===== config.mk =====
export PLATFORM = sky130hd
export DESIGN_NAME = ftoi
export DESIGN_NICKNAME = d
export VERILOG_FILES = /design/src/rtl/ftoi.sv
export SDC_FILE = /design/constraint.sdc
export NUM_CORES = 1
export LEC_CHECK = 0
export CORE_MARGIN = 10
export CORE_UTILIZATION = 45
export DETAILED_ROUTE_END_ITERATION = 10
export DONT_BUFFER_PORTS = 1
export PLACE_DENSITY = 0.65
export SLEW_MARGIN = 25
export SYNTH_ARGS = -nofsm -noshare
export SYNTH_HDL_FRONTEND = slang
export SYNTH_SLANG_ARGS = --single-unit
export TNS_END_PERCENT = 1

===== constraint.sdc =====
create_clock -name clk -period 5.09 [get_ports clk]
set_input_delay 1.018 -clock clk [delete_from_list [all_inputs] [get_ports clk]]
set_output_delay 1.018 -clock clk [all_outputs]
set_load 0.005 [all_outputs]

===== src/rtl/ftoi.sv =====
// Pipelined IEEE-754 binary32 to signed 32-bit integer converter.
// Rounds half away from zero and saturates; fixed 2-cycle latency, no backpressure.
module ftoi (
    input  logic        clk,
    input  logic        rstn,
    input  logic [31:0] x,
    input  logic        in_valid,
    output logic [31:0] y,
    output logic        out_valid,
    output logic        ovf
);

    // Returns {31-bit pre-round magnitude, round bit} for a finite in-range exponent.
    function automatic logic [31:0] f_denorm(input logic [7:0] e, input logic [23:0] sig);
        logic [24:0] ext;
        logic [30:0] left;
        logic [4:0]  rsh;
        logic [2:0]  lsh;
        ext      = '0;
        left     = '0;
        rsh      = '0;
        lsh      = '0;
        f_denorm = '0;
        if (e >= 8'd126 && e <= 8'd150) begin
            // Appending a zero LSB lets the last bit shifted out land in ext[0].
            rsh      = 5'(8'd150 - e);
            ext      = {sig, 1'b0} >> rsh;
            f_denorm = {7'd0, ext};
        end else if (e >= 8'd151 && e <= 8'd157) begin
            lsh      = 3'(e - 8'd150);
            left     = {7'd0, sig} << lsh;
            f_denorm = {left, 1'b0};
        end
    endfunction

    function automatic logic signed [31:0] f_round(input logic sign, input logic [30:0] mag,
                                                   input logic rb);
        logic signed [31:0] rmag;
        rmag    = signed'({1'b0, mag} + {31'd0, rb});
        f_round = sign ? -rmag : rmag;
    endfunction

    function automatic logic signed [31:0] f_saturate(input logic neg);
        f_saturate = neg ? 32'sh8000_0000 : 32'sh7FFF_FFFF;
    endfunction

    logic [7:0]  w_exp;
    logic [31:0] w_dn;
    logic        w_sat;
    logic        w_min_int;

    assign w_exp     = x[30:23];
    assign w_dn      = f_denorm(w_exp, {1'b1, x[22:0]});
    assign w_sat     = (w_exp >= 8'd158);
    assign w_min_int = (x == 32'hCF00_0000);

    logic               r_sign_p1;
    logic [30:0]        r_mag_p1;
    logic               r_rb_p1;
    logic               r_sat_p1;
    logic               r_satsel_p1;
    logic               r_satovf_p1;
    logic               r_vld_p1;
    logic signed [31:0] r_y_p2;
    logic               r_ovf_p2;
    logic               r_vld_p2;

    // Stage 1: unpack and denormalise
    always_ff @(posedge clk) begin
        if (!rstn) begin
            r_sign_p1   <= 1'b0;
            r_mag_p1    <= '0;
            r_rb_p1     <= 1'b0;
            r_sat_p1    <= 1'b0;
            r_satsel_p1 <= 1'b0;
            r_satovf_p1 <= 1'b0;
            r_vld_p1    <= 1'b0;
        end else begin
            r_sign_p1   <= x[31];
            r_mag_p1    <= w_dn[31:1];
            r_rb_p1     <= w_dn[0];
            r_sat_p1    <= w_sat;
            r_satsel_p1 <= x[31];
            r_satovf_p1 <= w_sat & ~w_min_int;
            r_vld_p1    <= in_valid;
        end
    end

    // Stage 2: round, apply sign, saturate
    always_ff @(posedge clk) begin
        if (!rstn) begin
            r_y_p2   <= '0;
            r_ovf_p2 <= 1'b0;
            r_vld_p2 <= 1'b0;
        end else begin
            r_y_p2   <= r_sat_p1 ? f_saturate(r_satsel_p1) : f_round(r_sign_p1, r_mag_p1, r_rb_p1);
            r_ovf_p2 <= r_satovf_p1;
            r_vld_p2 <= r_vld_p1;
        end
    end

    assign y         = r_y_p2;
    assign ovf       = r_ovf_p2;
    assign out_valid = r_vld_p2;

endmodule


* Yosys cells after proc, flatten, opt, wreduce, memory -nomap -nowiden
Cells that the tools add are included.
** Word-level totals
- Bits in registers :: 70
- Input bits :: 35
- Output and inout port bits :: 34
- Logic and storage cells :: 34
** Cells by class
- $add $sub $neg :: 4
- Magnitude comparators :: 5
- Eq/ne operators :: 1
- Shift-type cells :: 2
- Multiplexer cells :: 5
- Bitwise logic cells :: 4
- Reduce and logical (&&, ||, !) cells :: 3
** Operators with widths (count)
- $mux W32 :: 3
- $mux W25 :: 2
- $add A31 B1 Y32 :: 1
- $eq A32 B32 Y1 const B :: 1
- $neg A32 Y32 :: 1
- $shl A24 B3 Y31 :: 1
- $shr A25 B5 Y25 :: 1
- $ge A8 B8 Y1 const B :: 2
- $le A8 B8 Y1 const B :: 2
- $ge A8 B7 Y1 const B :: 1
- $sub A5 B5 Y5 const A :: 1
- $not A1 Y1 :: 3
- $reduce_or A3 Y1 :: 1
- $sub A3 B3 Y3 const B :: 1
- $logic_and A1 B1 Y1 :: 2
- $and A1 B1 Y1 :: 1

* Depth between registers and ports, before layout
- Word-level depth :: 4
- Gate-level depth with buffers :: 13
- Mapped depth without buffers :: 11

* Least setup slack after synthesis
OpenSTA, ideal clock, no wires.
- Path type :: input to register
- Start :: input port x[23]
- End :: register r_mag_p1[2]
- Arrival :: 3945 ps
- Data required time :: 4948 ps
- Slack :: 1004 ps
- Stages on the path :: 11
- Cells stage by stage :: clkbuf_1 inv_1 clkbuf_1 ha_1 clkbuf_1 clkbuf_1 mux4_2 mux2i_1 nand2_1 a32oi_1 o32ai_1
** On the way
- Cells in the longest elaborated chain, start to end :: 4
- Elaborated cells on any way between the ends :: 12
- Classes of those cells :: add/sub: 2; order compare: 4; shift: 2; mux: 2; reduce/logical: 2
** RTL lines
- from (decl) :: line 6 : input logic [31:0] x,
- parallel branches: the longest is 3 deep, another holds $sub A5 B5 Y5
- $mux W25 * :: line 24 : if (e >= 8'd126 && e <= 8'd150) begin
- to (signal assigned) :: line 80 : r_mag_p1 <= w_dn[31:1];
- to (decl) :: line 58 : logic [30:0] r_mag_p1;
Every way passes the cells marked *.
A chain may end at the register's enable or synchronous reset.

* Final worst setup path
- Start :: register r_mag_p1[0]
- End :: register r_y_p2[27], in the netlist y[27]
** On the way
- Cells in the longest elaborated chain, start to end :: 4
** RTL lines
- $add A31 B1 Y32 * :: line 39 : rmag = signed'({1'b0, mag} + {31'd0, rb});
- $neg A32 Y32 :: line 40 : f_round = sign ? -rmag : rmag;
- $mux W32 * :: line 40
- $mux W32 * :: line 96 : r_y_p2 <= r_sat_p1 ? f_saturate(r_satsel_p1) : f_round(r_sign_p1, r_mag_p1, r_rb_p1);
- to (signal assigned) :: line 96
- to (decl) :: line 64 : logic signed [31:0] r_y_p2;
Every way passes the cells marked *; elsewhere a longest branch is shown, timed or not.

==> flow_summary.toml <==
[sta]
rsz0062_at_grt = "false"
drv_slew = 0
fin_skew_ns = 0.00702
tightest_slew_ns = 0.971
setup_viol = 0
final.setup.tns_ns = 0
fmax_ghz = 0.277
final_hold_viol_count = 0
period_share_pct = 70.9
fin_crit_ns = 3.61
fin_ws_ns = 1.48
slew_headroom_pct = 35.0

[finish]
syn_to_final_growth_pct = 5.37
drive_above_1_share_pct = 11.4
final_nets = 774
stdcell_count = 910
diodes = 0
design_area_mm2 = 0.00655
fin_util_pct = 48.9
nFillCells = 1341

[run]
maxCapViolCount = 0

[clock_network]
cts_hold_buffers = 0
root_buffer = "clkbuf_16"
clk_pin_slew_ns = 0.06
cts-buffers-inserted = 9
ctsHtreeMaxLevel = 3
cts_tree = "done"
postCtsSetupBuffers = 0
clk_latency_ns = 0.34
cts.repair.resized = 0
clkSinkCount = 70
cts_buffer_depth = 2

[yosys]
synth_edf_count = 0
yosys-top-cells-area = "dfxtp_1, mux4_2, mux2i_1"
async_reset_ff_share_pct = 0
synth_cells = 772
ys_seq_area_share_pct = 22.5
synthMostInstantiatedCell = "nand2_1"
synth_top_area_share_pct = 22.5
postSynthNetCount = 817
ys.flop_type = "dfxtp_1"
ys_warn_count = 0
synth_top_cells_by_count = "nand2_1, dfxtp_1, nor2_1"
avgSynthCellArea_um2 = 8.05
syn_area_mm2 = 0.00622
ys_ff_latch = 70
yosysTopAreaCell = "dfxtp_1"
synth_cell_type_count = 75

[run_status]
status = "completed"

[power_and_ir_drop]
power.share.combinational_pct = 26.3
internal_power_w = 0.00113
power.leakage_nw = 2.29
swShare_pct = 30.5
peakVddDrop_mv = 0.157
power.switching_w = 0.000496
pwr-share-seq_pct = 36.4
powerDensity_mw_per_mm2 = 249
p_clk_share_pct = 37.3

[placement]
dp.cells = 894
gp_congestion = 1.01
hpwl_mm = 14.5
dpl-instance-area_mm2 = 0.00626
dp_worst_setup_slack_ns = 1.32
io_buffers = 0

[route]
dr.pass1.iters = 5
route.detailed.drc = 0
drtAntennaViolNets = 0
post_drt_via_cell_ratio = 6.69
drt_iter0_drc = 671
wire_per_inst_um = 21.0
route.vias.total = 6091
routed_wl_mm = 19.1

[die]
die-area_mm2 = 0.0189
die_w_um = 138
core-area_mm2 = 0.0134
std_cell_rows = 42
initial_core_util_pct = 46.4
io_pins = 69
fp.dieH_um = 138

[critical_path]
critical_path_class = "flip-flop to flip-flop"
start_kind = "flip-flop"
critPathArrivalTime_ns = 3.85
crit_required_ns = 5.33
crit_path_max_fanout = 13
cp-end-kind = "flip-flop"

[worst_hold_path]
hold_path_class = "flip-flop to flip-flop"

[global_route]
antenna_found_initial = 0
grt.overflow.total = 0
grt_max_degree = 59
track_usage_pct = 20.4
grt_first_pass_wirelength_mm = 30.8
grt_pass1_vias = 5734
per-stage QoR:
| stage | power [W] | hold WS, ns |
|---|---|---|
| 3_3_place_gp | 0.00102 | 0.415 |
| 6_report | 0.00163 | 0.430 |
| 5_1_grt | 0.00171 | 0.466 |
| 2_1_floorplan | 0.000938 | 0.412 |
| 3_5_place_dp | 0.00102 | 0.420 |
| 4_1_cts | 0.00163 | 0.434 |
sequential cells by signal, indices dropped and copies added (netlist names):
| register | cells |
|---|---|
| r_satovf_p1 | 1 |
| out_valid | 1 |
| r_sat_p1 | 1 |
| r_vld_p1 | 1 |
| r_mag_p1 | 31 |
| y | 32 |
| ovf | 1 |
| r_rb_p1 | 1 |
| r_satsel_p1 | 1 |
critical path, stage by stage (launching register included):
cell and delay, ns:
dfxtp_1 0.32, ha_1 0.23, ha_1 0.31, nand3_1 0.43, nor4_1 0.52, xor2_1 0.18, or4_1 0.60, nor3_2 0.44
nand2_1 0.16, o311ai_1 0.31
power by group through the flow:
stage	clock (W)	combinational [W]	sequential, W
after floorplan	0	0.000342	0.000596
after global placement	0	0.000414	0.000606
after detailed placement	0	0.000416	0.000606
after CTS	0.000621	0.000419	0.000595
after global routing	0.000648	0.000464	0.000596
final	0.000608	0.000428	0.000593
worst paths after layout:
| kind | cells after the start | start | end | slack (ns) |
|---|---|---|---|---|
| min reg2reg | 1 | r_vld_p1 | out_valid | 0.43 |
| max reg2reg | 9 | r_mag_p1[0] | y[27] | 1.48 |
| min | 1 | r_vld_p1 | out_valid | 0.43 |
| max | 9 | r_mag_p1[0] | y[27] | 1.48 |
kinds of logic after synthesis:
logic type               Yosys count  share of synthesized area, %
flip-flops                        70                          22.5
buffers and inverters             83                          5.39
AND/OR/NAND/NOR                  302                          25.0
AO/OA/AOI/OAI                    192                          22.0
multiplexers                      79                          18.0
XOR/XNOR                          36                          5.07
adder cells (fa/ha/maj)           10                          2.01
routing by layer:
layer | vias up | share of wire, % | track usage [%] | wire, um
li1 | 2846 | - | - | -
met1 | 2936 | 42 | 26.5 | 8080
met2 | 265 | 47 | 32.7 | 9060
met3 | 44 | 7.9 | 4.15 | 1510
met4 | 0 | 2.5 | 7.32 | 486
met5 | - | 0 | 0 | 0
cell type report:
class / instances / area (um2) / share of cell area, %
Inverter: 16 / 60.1 / 0.917
Multi-Input combinational cell: 619 / 4480 / 68.4
Clock buffer: 10 / 229 / 3.50
Clock inverter: 6 / 62.6 / 0.955
Timing Repair Buffer: 13 / 97.6 / 1.49
Tap cell: 176 / 220 / 3.36
Sequential cell: 70 / 1400 / 21.4
cells in the final DEF, fill, tap and decap left out, types with 4 or more instances in the layout:
cell type	instances
a21oi_1	40
o211ai_1	15
clkbuf_16	9
xnor2_1	21
buf_4	13
or3_1	6
xor2_1	15
a211oi_1	11
o311ai_1	4
inv_1	13
a31oi_1	11
and3_1	7
ha_1	10
mux2i_1	42
nor3_1	27
nand2_1	73
mux4_2	25
and4_1	8
nand3_1	31
nor2b_1	7
o2bb2ai_1	4
o21ai_1	4
o31a_1	4
nor3_2	4
nor4_1	17
o22ai_1	17
and2_1	5
nor3b_1	5
nor2_1	67
o21ai_0	22
mux2_2	11
dfxtp_1	70
a211o_1	4
nand4_1	24
a311o_1	4
a32oi_1	5
o21a_1	7
a21o_1	5
Note: power is estimated with default switching activity, not from simulation.
